**src/rtl/mult_pkg.sv**
```systemverilog
// ----------------------------------------------------------------------------
// mult_pkg
//   Shared types and helpers for the iterative shift-add multiplier.
//   - state_t   : controller states (IDLE, RUN, DONE)
//   - MAX_WIDTH : width of the operand container used by abs_val
//   - abs_val   : magnitude of a sign-extended two's-complement value
// ----------------------------------------------------------------------------
package mult_pkg;

    typedef enum logic [1:0] {
        IDLE = 2'd0,
        RUN  = 2'd1,
        DONE = 2'd2
    } state_t;

    // Operands are sign- or zero-extended into this container before taking
    // the magnitude. Supported operand widths are therefore 2..MAX_WIDTH-1.
    localparam int MAX_WIDTH = 64;

    // The caller extends the operand into MAX_WIDTH bits, so the top bit is
    // the sign bit only for signed operands. The most negative operand value
    // -2^(W-1) yields 2^(W-1), which still fits in W unsigned bits.
    function automatic logic [MAX_WIDTH-1:0] abs_val(input logic [MAX_WIDTH-1:0] value);
        return value[MAX_WIDTH-1] ? -value : value;
    endfunction

endpackage

```
**src/rtl/mult_step.sv**
```systemverilog
// ----------------------------------------------------------------------------
// mult_step
//   One row of the shift-add multiplier: conditionally adds the multiplicand
//   into the upper half of the accumulator. This is the per-bit AND+add of a
//   single array cell widened to a full WIDTH-bit row.
// Ports
//   acc_upper   in   WIDTH     upper half of the running accumulator
//   mcand       in   WIDTH     multiplicand magnitude
//   mplier_bit  in   1         current multiplier bit (LSB of shifted multiplier)
//   sum         out  WIDTH+1   acc_upper + (mplier_bit ? mcand : 0), with carry
// ----------------------------------------------------------------------------
module mult_step #(
    parameter int WIDTH = 8
) (
    input  logic [WIDTH-1:0] acc_upper,
    input  logic [WIDTH-1:0] mcand,
    input  logic             mplier_bit,
    output logic [WIDTH:0]   sum
);

    assign sum = mplier_bit ? ({1'b0, acc_upper} + {1'b0, mcand})
                            : {1'b0, acc_upper};

endmodule

```
**src/rtl/seq_multiplier.sv**
```systemverilog
// ----------------------------------------------------------------------------
// seq_multiplier
//   Iterative shift-add multiplier, one multiplier bit per clock. Operates on
//   magnitudes and negates the final product when the operand signs differ,
//   so signed and unsigned operations share the same datapath. Fixed latency:
//   a start accepted at edge E gives done=1 and the new product after edge
//   E+WIDTH.
// Parameters
//   WIDTH      operand width (2..63); product is 2*WIDTH bits
//   SIGNED_EN  1: signedMode honoured; 0: always unsigned
// Ports
//   clock         in   1          rising-edge clock
//   reset         in   1          synchronous, active-high
//   start         in   1          request; accepted only while ready=1
//   signedMode    in   1          operands are two's complement (sampled with start)
//   multiplicand  in   WIDTH      sampled on an accepted start
//   multiplier    in   WIDTH      sampled on an accepted start
//   ready         out  1          high in IDLE and DONE
//   done          out  1          one-cycle pulse when product updates
//   product       out  2*WIDTH    last result, held until the next completion
// ----------------------------------------------------------------------------
module seq_multiplier
    import mult_pkg::*;
#(
    parameter int WIDTH     = 8,
    parameter int SIGNED_EN = 1
) (
    input  logic                 clock,
    input  logic                 reset,
    input  logic                 start,
    input  logic                 signedMode,
    input  logic [WIDTH-1:0]     multiplicand,
    input  logic [WIDTH-1:0]     multiplier,
    output logic                 ready,
    output logic                 done,
    output logic [2*WIDTH-1:0]   product
);

    localparam int            CW   = $clog2(WIDTH);
    localparam logic [CW-1:0] LAST = CW'(WIDTH - 1);

    state_t               state;
    logic [CW-1:0]        counter;
    logic [2*WIDTH-1:0]   acc;
    logic [WIDTH-1:0]     mcand;
    logic [WIDTH-1:0]     mplier;
    logic                 neg_flag;

    logic                 signed_op;
    logic [MAX_WIDTH-1:0] mcand_ext;
    logic [MAX_WIDTH-1:0] mplier_ext;
    logic [WIDTH-1:0]     mcand_mag;
    logic [WIDTH-1:0]     mplier_mag;
    logic                 neg_in;
    logic [WIDTH:0]       row_sum;
    logic [2*WIDTH-1:0]   acc_next;

    assign signed_op = signedMode & (SIGNED_EN != 0);

    // Sign-extend only in signed mode, so abs_val leaves unsigned operands alone.
    assign mcand_ext  = {{(MAX_WIDTH-WIDTH){signed_op & multiplicand[WIDTH-1]}}, multiplicand};
    assign mplier_ext = {{(MAX_WIDTH-WIDTH){signed_op & multiplier[WIDTH-1]}}, multiplier};
    assign mcand_mag  = WIDTH'(abs_val(mcand_ext));
    assign mplier_mag = WIDTH'(abs_val(mplier_ext));
    assign neg_in     = signed_op & (multiplicand[WIDTH-1] ^ multiplier[WIDTH-1]);

    mult_step #(.WIDTH(WIDTH)) u_step (
        .acc_upper  (acc[2*WIDTH-1:WIDTH]),
        .mcand      (mcand),
        .mplier_bit (mplier[0]),
        .sum        (row_sum)
    );

    // {carry, acc_upper + addend, acc_lower} shifted right by one: the carry
    // becomes the new MSB and the consumed low bit drops out.
    assign acc_next = {row_sum, acc[WIDTH-1:1]};

    assign ready = (state != RUN);

    // NOTE: sequential state uses non-blocking assignments so every register
    // samples pre-edge values; blocking here would chain updates within a cycle.
    always_ff @(posedge clock) begin
        if (reset) begin
            state    <= IDLE;
            counter  <= '0;
            acc      <= '0;
            mcand    <= '0;
            mplier   <= '0;
            neg_flag <= 1'b0;
            product  <= '0;
            done     <= 1'b0;
        end else begin
            done <= 1'b0;
            case (state)
                IDLE, DONE: begin
                    if (start) begin
                        mcand    <= mcand_mag;
                        mplier   <= mplier_mag;
                        neg_flag <= neg_in;
                        acc      <= '0;
                        counter  <= '0;
                        state    <= RUN;
                    end else begin
                        state    <= IDLE;
                    end
                end
                RUN: begin
                    acc     <= acc_next;
                    mplier  <= mplier >> 1;
                    counter <= counter + CW'(1);
                    if (counter == LAST) begin
                        product <= neg_flag ? -acc_next : acc_next;
                        done    <= 1'b1;
                        state   <= DONE;
                    end
                end
                default: state <= IDLE;
            endcase
        end
    end

endmodule

```
**config.mk**
```make
export PLATFORM = sky130hd
export DESIGN_NAME = seq_multiplier
export DESIGN_NICKNAME = d
export VERILOG_FILES = /design/src/rtl/mult_pkg.sv /design/src/rtl/mult_step.sv /design/src/rtl/seq_multiplier.sv
export SDC_FILE = /design/constraint.sdc
export NUM_CORES = 1
export LEC_CHECK = 0
export ABC_CLOCK_PERIOD_IN_PS = 2500
export CORE_AREA = 2 2 79 81
export CTS_BUF_LIST = sky130_fd_sc_hd__clkbuf_8
export CTS_CLUSTER_SIZE = 28
export DETAILED_ROUTE_END_ITERATION = 16
export DIE_AREA = 0 0 81 83
export PLACE_DENSITY_LB_ADDON = 0.3
export SLEW_MARGIN = 20
export SYNTH_ARGS = -nofsm -noshare
export SYNTH_HDL_FRONTEND = slang
export SYNTH_SLANG_ARGS = --single-unit
```
**constraint.sdc**
```tcl
create_clock -name clock -period 2.5 [get_ports clock]
set_input_delay 0.375 -clock clock [delete_from_list [all_inputs] [get_ports clock]]
set_output_delay 0.375 -clock clock [all_outputs]
set_load 0.02 [all_outputs]
```
After elaboration in Yosys (flattened, before gate mapping)
Cells that the tools add are included.
Widths: inputs -> output; s select.
{"block": "word_totals", "reg_bits": 55, "latchBits": 0, "ram_bits": 0, "mem_bits_ro": 0, "in_bits": 20, "out_inout_bits": 18, "n_memories": 0}
{"block": "classes", "n_addsub": 5, "mul": 0, "div": 0, "n_lt_le_gt_ge": 0, "eq_ne": 6, "shifts": 0, "mux": 14, "bitwise": 5, "reduce_logical": 7}
{"op": "$mux 16", "count": 2}
{"op": "$pmux 16 s2", "count": 1}
{"op": "$mux 8", "count": 3}
{"op": "$neg 16->16", "count": 1}
{"op": "$neg 8->8", "count": 2}
{"op": "$pmux 8 s2", "count": 1}
{"op": "$add 8x8->9", "count": 1}
{"op": "$mux 9", "count": 1}
{"op": "$pmux 3 s2", "count": 1}
{"op": "$reduce_and 2->1", "count": 3}
{"op": "$ne 2x2->1 const B", "count": 2}
{"op": "$pmux 2 s2", "count": 1}
{"op": "$reduce_or 2->1", "count": 2}
{"op": "$add 3x1->3 const B", "count": 1}
{"op": "$and 1x1->1", "count": 3}
{"op": "$eq 3x3->1 const B", "count": 1}
{"op": "$mux 3", "count": 1}
{"op": "$eq 2x1->1 const B", "count": 1}
{"op": "$eq 2x2->1 const B", "count": 1}
{"op": "$logic_not 2->1", "count": 1}
{"op": "$mux 1", "count": 2}
{"op": "$mux 2", "count": 1}
{"op": "$ne 2x1->1 const B", "count": 1}
{"op": "$reduce_bool 2->1", "count": 1}
{"op": "2 further kinds", "count": 2}

Longest topological paths before layout
Gate-level depths: netlist of the first run.
{"block": "logic_depth", "ltp_word": 4, "depth_mapped": 9, "mapped_depth_nobuf": 9}

Modules after synthesis
Synthesis of the first run repeated with hierarchy kept, for this count alone.
{"block": "unflattened", "cells_unflattened": 359, "area_unflattened_um2": 2979.1}
{"module": "seq_multiplier", "instances": 1, "cells_each": 294, "area_each_um2": 2496.1, "seq_area_each_um2": 1081.0}
{"module": "mult_step", "instances": 1, "cells_each": 65, "area_each_um2": 483.0, "seq_area_each_um2": 0.0}

Least setup slack after synthesis of the first run
Ideal clock, no wire load.
{"block": "synth_path", "path_type": "register to register", "start": "register acc[8]", "end": "register product[14]", "arrival_ps": 2381, "slack_ps": 1, "path_stages_with_launch": 9, "cell_sequence": "dfxtp_1 -> ha_1 -> fa_1 -> xnor2_1 -> a21oi_1 -> nor2_1 -> a41oi_2 -> or4_1 -> a32o_1"}
{"block": "synth_via", "elab_chain_cells": 4}
{"item": "from (decl)", "line_no": "seq_multiplier.sv:44", "text": "logic [2*WIDTH-1:0] acc;"}
{"item": "from (signal assigned)", "line_no": "seq_multiplier.sv:108", "text": "acc <= acc_next;"}
{"item": "$add 8x8->9", "line_no": "mult_step.sv:21", "text": "assign sum = mplier_bit ? ({1'b0, acc_upper} + {1'b0, mcand})"}
{"item": "$mux 9 (*)", "line_no": "mult_step.sv:21"}
{"item": "$neg 16->16", "line_no": "seq_multiplier.sv:112", "text": "product <= neg_flag ? -acc_next : acc_next;"}
{"item": "$mux 16 (*)", "line_no": "seq_multiplier.sv:112"}
{"item": "to (signal assigned)", "line_no": "seq_multiplier.sv:112"}
{"item": "to (decl)", "line_no": "seq_multiplier.sv:36", "text": "output logic [2*WIDTH-1:0] product"}
Every way passes the cells marked *; elsewhere a longest branch is shown, timed or not.
A chain may end at the register's enable or synchronous reset.

Worst setup path in the final report of the first run
{"block": "layout_path", "start": "register mcand[1]", "end": "register product[14]"}
{"block": "layout_via", "elab_chain_cells": 4}
{"item": "from (decl)", "line_no": "seq_multiplier.sv:45", "text": "logic [WIDTH-1:0] mcand;"}
{"item": "from (signal assigned)", "line_no": "seq_multiplier.sv:97", "text": "mcand <= mcand_mag;"}
{"item": "$add 8x8->9 (*)", "line_no": "mult_step.sv:21"}
{"item": "$mux 9 (*)", "line_no": "mult_step.sv:21"}
{"item": "$neg 16->16", "line_no": "seq_multiplier.sv:112"}
{"item": "$mux 16 (*)", "line_no": "seq_multiplier.sv:112"}
Marked as above.

==> run summary, run 1 <==
Final setup viols -> 0
wire length per cell -> 12.7 um
post-synthesis simple-gate area fraction -> 0.206
effective utilization at floorplan -> 0.515
HPWL Detailed -> 4720 um
clk root buf -> clkbuf_8
adder-cell area share of the yosys netlist -> 0.0610
Worst-Skew Late Latency -> 310 ps
core area -> 0.00582 mm2
clk buf depth -> 2
final cycle utilization of the critical path -> 0.955
number of synthesized flops with an enable pin -> 0
CTS tree -> done
grt ovf -> 0
Avg Cell Area, Syn -> 8.16 um2
Site Rows -> 28
DR pass1 iterations -> 4
fmax -> 419 MHz
Post-Route WL -> 6190 um
XOR/XNOR Fraction of Synth Area -> 0.0673
Die H -> 83 um
mux share of post-synthesis cell area -> 0.0209
Syn Nets -> 401
# IOs -> 38
vias in the first global route -> 2374
CP Capture Type -> flip-flop
synthesized flop and latch total -> 54
crit path launch type -> flip-flop
first-pass GRT wire length -> 10400 um
PortBufs -> 37
Final GP Congestion -> 0.851
Min-Delay Path Class -> reg -> reg
die width -> 81 um
CTS Hold Bufs -> 0
register area share after synthesis -> 0.361
hold_ws -> 454 ps
Crit Path Class -> reg -> reg
die area -> 0.00672 mm2
Async SR Flop Fraction -> 0
Synth top area share -> 0.361
Final Max Tran Viols -> 0
largest net degree at the start of global routing -> 32
total negative slack -> 0 ps
crit path max fanout -> 4
DR iter-0 viols -> 135
CTS sink cnt -> 54
Leakage -> 1.34 nW
Synth Area in Compound Gates -> 0.241
H-Tree Depth -> 2
max_cap viols -> 0
relative slew slack -> 0.678
Global Route Usage Sum -> 0.191
PD cells -> 468 mW/mm2
status -> completed
Worst Tran Pin Value -> 476 ps
vias per cell -> 5.51
initial antenna violation count -> 0
Synth area leader -> dfxtp_1
# nets final -> 444
Peak supply drop -> 219 uV
arrival time worst endpoint -> 2600 ps
Main synth FF type -> dfxtp_1
Diodes inserted -> 0
Reg clk slew, reported paths -> 90 ps
TritonCTS Buffers -> 5
share of cells above drive strength 1 -> 0.102
Clock Skew -> 11.4 ps
Commonest cells post-synth -> 56 x nor2_1, 54 x dfxtp_1, 35 x nand2_1, 32 x a21oi_1, 19 x a22oi_1
Final Hold Vio Count -> 0
Syn Std Cell Area -> 0.00300 mm2
area grow syn2layout -> 21.8%
via count -> 2677
Cell variety after synth -> 49
drt drc -> 0
Req. time, crit path -> 2710 ps
Ys Warns -> 0
crit path time final -> 2390 ps
most common cell in the netlist -> nor2_1
Post-DRT Antenna Nets -> 0
largest family of logic cells by synthesized area -> compound AO/OA/AOI/OAI gates
largest cells by area after synthesis -> dfxtp_1 36%, nor2_1 7.0%, ha_1 5.4%
Synth Instances -> 367
==> power by group <==
part	internal [mW]	total [mW]	switching, mW	leakage [nW]
sequential	0.885	0.904	0.0189	0.439
clock	0.223	0.507	0.284	0.0472
combinational	0.133	0.295	0.162	0.852
==> critical path: stages, from the launching register on <==
cell and delay (ps):
dfxtp_1 420, ha_1 300, a211oi_4 320, o21ai_2 120, o31ai_4 190, mux2i_1 160, or4_1 530, a32o_1 250
==> cells in the final DEF, fill, tap and decap left out, types with 2 or more instances in the layout <==
cell             count
a211oi_1            11
a211oi_4             2
a21oi_1             31
a22oi_1             19
a311oi_1             5
a31oi_1              3
and2_1               2
buf_4               20
clkbuf_8             6
clkdlybuf4s50_1     37
dfxtp_1             53
ha_1                12
inv_1               12
mux2_2               2
mux2i_1              3
nand2_1             35
nand2b_1             5
nand3_1              8
nand3b_1             6
nor2_1              56
nor2b_1              4
nor3_1               9
o211ai_1             2
o21ai_0              9
o22ai_1              2
o31ai_1              6
or3_1                3
xnor2_1             14
xor2_1               9
==> logic make-up (layout without fill, tap and decap cells) <==
kind of cell / after synthesis / after routing
multiplexers: 6 / 6
AND/OR/NAND/NOR: 134 / 134
AO/OA/AOI/OAI: 103 / 103
flip-flops: 54 / 54
XOR/XNOR: 23 / 23
adder cells (fa/ha/maj): 14 / 14
buffers and inverters: 33 / 77
==> final cells by class <==
class	count	area, um2
Clock inverter	2	12.5
Multi-Input combinational cell	280	1810
Clock buffer	6	82.6
Inverter	12	45.0
Timing Repair Buffer	57	520
Fill cell	529	2170
Sequential cell	54	1080
Tap cell	75	93.8
==> metal layers <==
| layer | share of wire | up-vias | routed length (um) | GRT usage |
|---|---|---|---|---|
| met1 | 0.48 | 1201 | 2950 | 0.246 |
| met5 | 0 | - | 0 | 0 |
| met4 | 0.011 | 0 | 71 | 0.0508 |
| met2 | 0.47 | 64 | 2910 | 0.323 |
| met3 | 0.041 | 7 | 253 | 0.0359 |
| li1 | - | 1405 | - | - |
==> worst paths after layout <==
path	from	to	slack, ps	cells after the start
min	product[13]$_SDFFE_PP0P_	product[13]$_SDFFE_PP0P_	450	2
min reg2reg	product[13]$_SDFFE_PP0P_	product[13]$_SDFFE_PP0P_	450	2
max	mcand[1]$_SDFFE_PP0P_	product[14]$_SDFFE_PP0P_	110	7
max reg2reg	mcand[1]$_SDFFE_PP0P_	product[14]$_SDFFE_PP0P_	110	7
==> what timing repair did <==
action                                  4_1_cts  5_1_grt
gates cloned                                  0        0
endpoints found under the setup margin        1        3
endpoints found under the hold margin         0        0
buffers inserted                              1        0
pin swaps                                     1        2
resized for setup                             0        7
==> flip-flops by register name (all words and copies together) (netlist names) <==
signal	cells
product	16
acc	15
mcand	8
mplier	8
counter	3
state	2
done	1
neg_flag	1
==> metrics by stage <==
step	power [mW]	setup WS, ps	std cells	util	area (um2)
5_1_grt	1.79	-4.64	486	0.627	3650
2_1_floorplan	1.10	1.11	367	-	3000
3_5_place_dp	1.21	-28.5	477	0.605	3520
3_3_place_gp	1.20	78.0	477	0.605	3520
4_1_cts	1.71	18.9	486	0.623	3620
6_report	1.71	112	486	0.627	3650
Note: power is estimated with default switching activity, not from simulation.
==> run 2: changes to the inputs <==
--- a/config.mk
+++ b/config.mk
@@ -6,10 +6,9 @@
 export NUM_CORES = 1
 export LEC_CHECK = 0
-export ABC_CLOCK_PERIOD_IN_PS = 2500
-export CORE_AREA = 2 2 79 81
-export CTS_BUF_LIST = sky130_fd_sc_hd__clkbuf_8
+export ABC_CLOCK_PERIOD_IN_PS = 3100
+export CORE_AREA = 2 2 74 76
 export CTS_CLUSTER_SIZE = 28
 export DETAILED_ROUTE_END_ITERATION = 16
-export DIE_AREA = 0 0 81 83
+export DIE_AREA = 0 0 76 78
 export PLACE_DENSITY_LB_ADDON = 0.3
 export SLEW_MARGIN = 20
==> constraint.sdc (replaced) <==
create_clock -name clock -period 3.1 [get_ports clock]
set_input_delay 0.775 -clock clock [delete_from_list [all_inputs] [get_ports clock]]
set_output_delay 0.775 -clock clock [all_outputs]
set_load 0.02 [all_outputs]
==> run summary, run 2 (synthesis gave the netlist of run 1 again) <==
critical path's top delay family -> simple AND/OR/NAND/NOR gates
top flop regs -> product: 16 flops, acc: 15 flops
r2r endpoint -> product[14]$_SDFFE_PP0P_
core area -> 0.00504 mm2
Reg clk slew, reported paths -> 100 ps
Worst Tran Pin Value -> 647 ps
most frequent cells in the layout -> 56 x nor2_1, 54 x dfxtp_1, 37 x clkdlybuf4s50_1
design area -> 0.00351 mm2
# nets final -> 430
Post-Route WL -> 5980 um
share of cells above drive strength 1 -> 0.0554
Final GP Congestion -> 0.850
number of flip-flops in the largest register -> 16
Die H -> 78 um
Setup Fix Bufs, Post-CTS -> 0
wire length per cell -> 12.8 um
initial antenna violation count -> 0
hold_sp -> product[12]$_SDFFE_PP0P_
fmax -> 363 MHz
Crit Path Class -> reg -> reg
CP Capture Type -> flip-flop
unrepaired setup endpoints after global routing -> false
Worst path max stage delay -> 500 ps
max_cap viols -> 0
first-pass GRT wire length -> 10500 um
met3 routed WL -> 370 um
R2R cell count -> 8
hold_ws -> 456 ps
Site Rows -> 26
crit path time final -> 2760 ps
Leakage -> 1.27 nW
DR pass1 iterations -> 4
Req. time, crit path -> 3300 ps
worst r2r src -> acc[8]$_SDFFE_PP0P_
Reg area -> 0.00108 mm2
commonest non-fill, non-tap cell in the layout -> nor2_1
fillers -> 415
Multi-input gate area -> 0.00179 mm2
CTS sink cnt -> 54
DR WL met2 -> 2850 um
HPWL Detailed -> 4450 um
Worst R2R Setup Slack -> 340 ps
crit path max fanout -> 5
area grow syn2layout -> 17.3%
Worst-Skew Late Latency -> 320 ps
Diodes inserted -> 0
largest net degree at the start of global routing -> 47
# IOs -> 38
Hold EP -> product[12]$_SDFFE_PP0P_
met1 WL -> 2680 um
status -> completed
crit path from -> acc[8]$_SDFFE_PP0P_
PD cells -> 386 mW/mm2
die area -> 0.00593 mm2
drt drc -> 0
Final Max Tran Viols -> 0
Critical Path, Cell by Cell -> ha_1 > fa_1 > xnor2_1 > a21oi_1 > nor2_1 > a41oi_2 > or4_1 > a32o_1
clk buf depth -> 2
Final setup viols -> 0
vias in the first global route -> 2436
Post-DP Area -> 0.00341 mm2
die width -> 76 um
CP bufs+invs -> 0
worst hold stages -> 2
TritonCTS Buffers -> 5
Post-DRT Antenna Nets -> 0
H-Tree Depth -> 2
Min-Delay Path Class -> reg -> reg
CTS tree -> done
crit path launch type -> flip-flop
Clock Skew -> 14.8 ps
via count -> 2684
post-CTS sizing -> 0
relative slew slack -> 0.569
total negative slack -> 0 ps
grt ovf -> 0
Top reg by flops -> product
vias per cell -> 5.75
arrival time worst endpoint -> 2960 ps
PortBufs -> 37
Global Route Usage Sum -> 0.212
DR iter-0 viols -> 124
CTS Hold Bufs -> 0
Final Hold Vio Count -> 0
clk root buf -> clkbuf_8
CP max-delay cell -> or4_1
effective utilization at floorplan -> 0.594
Peak supply drop -> 207 uV
final cycle utilization of the critical path -> 0.889
top sig layer -> met4
run 2: cell types whose count changed in the layout (fill, tap and decap cells not counted), sizes merged:
cell      change
buf          -14
clkinv        +1
clkinvlp      -1
run 2: area by class of cell:
type / instances / share of cell area
inverter: 12 / 0.0128
timing repair buffer: 43 / 0.118
clock buffer: 6 / 0.0235
clock inverter: 2 / 0.00498
sequential: 54 / 0.308
tap: 70 / 0.0249
multi-input combinational: 280 / 0.508
run 2: stage by stage:
stage / setup WS (ps) / utilization / std cells / power [mW]
floorplan: 601 / - / 367 / 0.891
global placement: 474 / 0.677 / 459 / 0.955
detailed placement: 411 / 0.677 / 459 / 0.961
CTS: 353 / 0.697 / 467 / 1.37
global route: 204 / 0.697 / 467 / 1.42
finish: 344 / 0.697 / 467 / 1.36
run 2: how the worst max path moves through the flow:
stage | endpoint | slack, ps | cells after the start
CTS | product[14]$_SDFFE_PP0P_ | 350 | 8
global placement | product[14]$_SDFFE_PP0P_ | 470 | 8
floorplan | product[14]$_SDFFE_PP0P_ | 600 | 8
detailed placement | product[14]$_SDFFE_PP0P_ | 410 | 8
global route | product[14]$_SDFFE_PP0P_ | 200 | 8
finish | product[14]$_SDFFE_PP0P_ | 340 | 8
run 2: metal layers:
layer | GRT usage | vias to the layer above
met5 | 0 | -
met4 | 0.0691 | 0
met3 | 0.0465 | 8
met2 | 0.371 | 80
met1 | 0.259 | 1211
li1 | - | 1385
run 2: where the power goes:
| group | total, mW | internal [mW] | switching (mW) | leakage [nW] |
|---|---|---|---|---|
| registers | 0.731 | 0.714 | 0.0175 | 0.438 |
| logic | 0.216 | 0.0925 | 0.123 | 0.781 |
| clock network | 0.410 | 0.184 | 0.226 | 0.0514 |
| total | 1.36 | 0.990 | 0.367 | 1.27 |
run 2: worst register-to-register path: cells and delay by family, from the launching register on:
| family | cells | cell delay (ps) |
|---|---|---|
| adders and majority gates | 2 | 690 |
| xor gates and xnor gates | 1 | 180 |
| AOI/OAI and AO/OA | 3 | 600 |
| and+or+nand+nor | 2 | 830 |
| DFF | 1 | 350 |
==> run 3: changes to the inputs <==
Settings changed: MAX_ROUTING_LAYER from default to met4.
==> run summary, run 3 (synthesis gave the netlist of run 1 again) <==
Die H -> 78 um
worst r2r src -> acc[8]$_SDFFE_PP0P_
number of flip-flops in the largest register -> 16
status -> completed
Diodes inserted -> 0
Crit Path Class -> reg -> reg
Site Rows -> 26
Setup Fix Bufs, Post-CTS -> 0
Layout Utilization -> 0.697
crit path time final -> 2750 ps
top flop regs -> product: 16 flops, acc: 15 flops
share of cells above drive strength 1 -> 0.0554
DR pass1 iterations -> 4
wire length per cell -> 12.8 um
CTS sink cnt -> 54
core area -> 0.00504 mm2
CTS Hold Bufs -> 0
PortBufs -> 37
Global Route Usage Sum -> 0.218
max_cap viols -> 0
die width -> 76 um
grt ovf -> 0
PD cells -> 385 mW/mm2
Worst-Skew Late Latency -> 310 ps
Post-Route WL -> 5970 um
# IOs -> 38
met1 WL -> 2770 um
vias per cell -> 5.68
Final Hold Vio Count -> 0
TritonCTS Buffers -> 5
hold_sp -> product[12]$_SDFFE_PP0P_
effective utilization at floorplan -> 0.594
clk root buf -> clkbuf_8
top sig layer -> met4
crit path launch type -> flip-flop
crit path from -> acc[8]$_SDFFE_PP0P_
total negative slack -> 0 ps
Final Max Tran Viols -> 0
initial antenna violation count -> 0
Worst Tran Pin Value -> 645 ps
R2R cell count -> 8
Leakage -> 1.27 nW
arrival time worst endpoint -> 2950 ps
Final setup viols -> 0
met3 routed WL -> 271 um
Min-Delay Path Class -> reg -> reg
first-pass GRT wire length -> 10500 um
CP Capture Type -> flip-flop
vias in the first global route -> 2437
clk buf depth -> 2
drt drc -> 0
DR iter-0 viols -> 136
CTS tree -> done
final cycle utilization of the critical path -> 0.888
commonest non-fill, non-tap cell in the layout -> nor2_1
H-Tree Depth -> 2
fmax -> 363 MHz
area grow syn2layout -> 17.3%
hold_ws -> 457 ps
Final GP Congestion -> 0.864
post-CTS sizing -> 0
unrepaired setup endpoints after global routing -> false
die area -> 0.00593 mm2
Reg clk slew, reported paths -> 100 ps
HPWL Detailed -> 4450 um
largest net degree at the start of global routing -> 47
via count -> 2653
relative slew slack -> 0.570
crit path max fanout -> 5
Clock Skew -> 14.8 ps
Post-DRT Antenna Nets -> 0
worst hold stages -> 2
# nets final -> 430
Req. time, crit path -> 3290 ps
DR WL met2 -> 2880 um
Top reg by flops -> product
Peak supply drop -> 208 uV
most frequent cells in the layout -> 56 x nor2_1, 54 x dfxtp_1, 37 x clkdlybuf4s50_1
-- run 3: per-stage QoR --
stage / setup WS (ps) / power (mW) / std cells / area (um2)
floorplan: 601 / 0.891 / 367 / 3000
global placement: 474 / 0.955 / 459 / 3410
detailed placement: 411 / 0.961 / 459 / 3410
CTS: 353 / 1.37 / 467 / 3510
global route: 204 / 1.42 / 467 / 3510
finish: 347 / 1.35 / 467 / 3510
-- run 3: layer usage --
layer	GRT usage	vias up
met5	-	-
met4	0.0691	0
met3	0.0465	4
met2	0.371	67
met1	0.259	1203
li1	-	1379
-- run 3: critical path, cell delays in order (launching register included) --
cell and delay (ps):
dfxtp_1 350, ha_1 260, fa_1 430, xnor2_1 180, a21oi_1 130, nor2_1 330, a41oi_2 210, or4_1 500
a32o_1 260
-- run 3: final timing paths --
path,endpoint,slack [ps]
worst max-delay path,product[14]$_SDFFE_PP0P_,350
worst min-delay path,product[12]$_SDFFE_PP0P_,460
worst max register to register,product[14]$_SDFFE_PP0P_,350
worst min register to register,product[12]$_SDFFE_PP0P_,460
-- run 3: layout make-up --
cell class,instances,area [um2]
Sequential cell,54,1080
Multi-Input combinational cell,280,1790
Clock buffer,6,82.6
Tap cell,70,87.6
Clock inverter,2,17.5
Timing Repair Buffer,43,415
Inverter,12,45.0
Fill cell,415,1530
-- run 3: power by group --
part	leakage, nW	internal, mW	switching [mW]
Combinational	0.781	0.0924	0.123
Sequential	0.438	0.714	0.0176
Clock	0.0514	0.184	0.224
Total	1.27	0.990	0.365
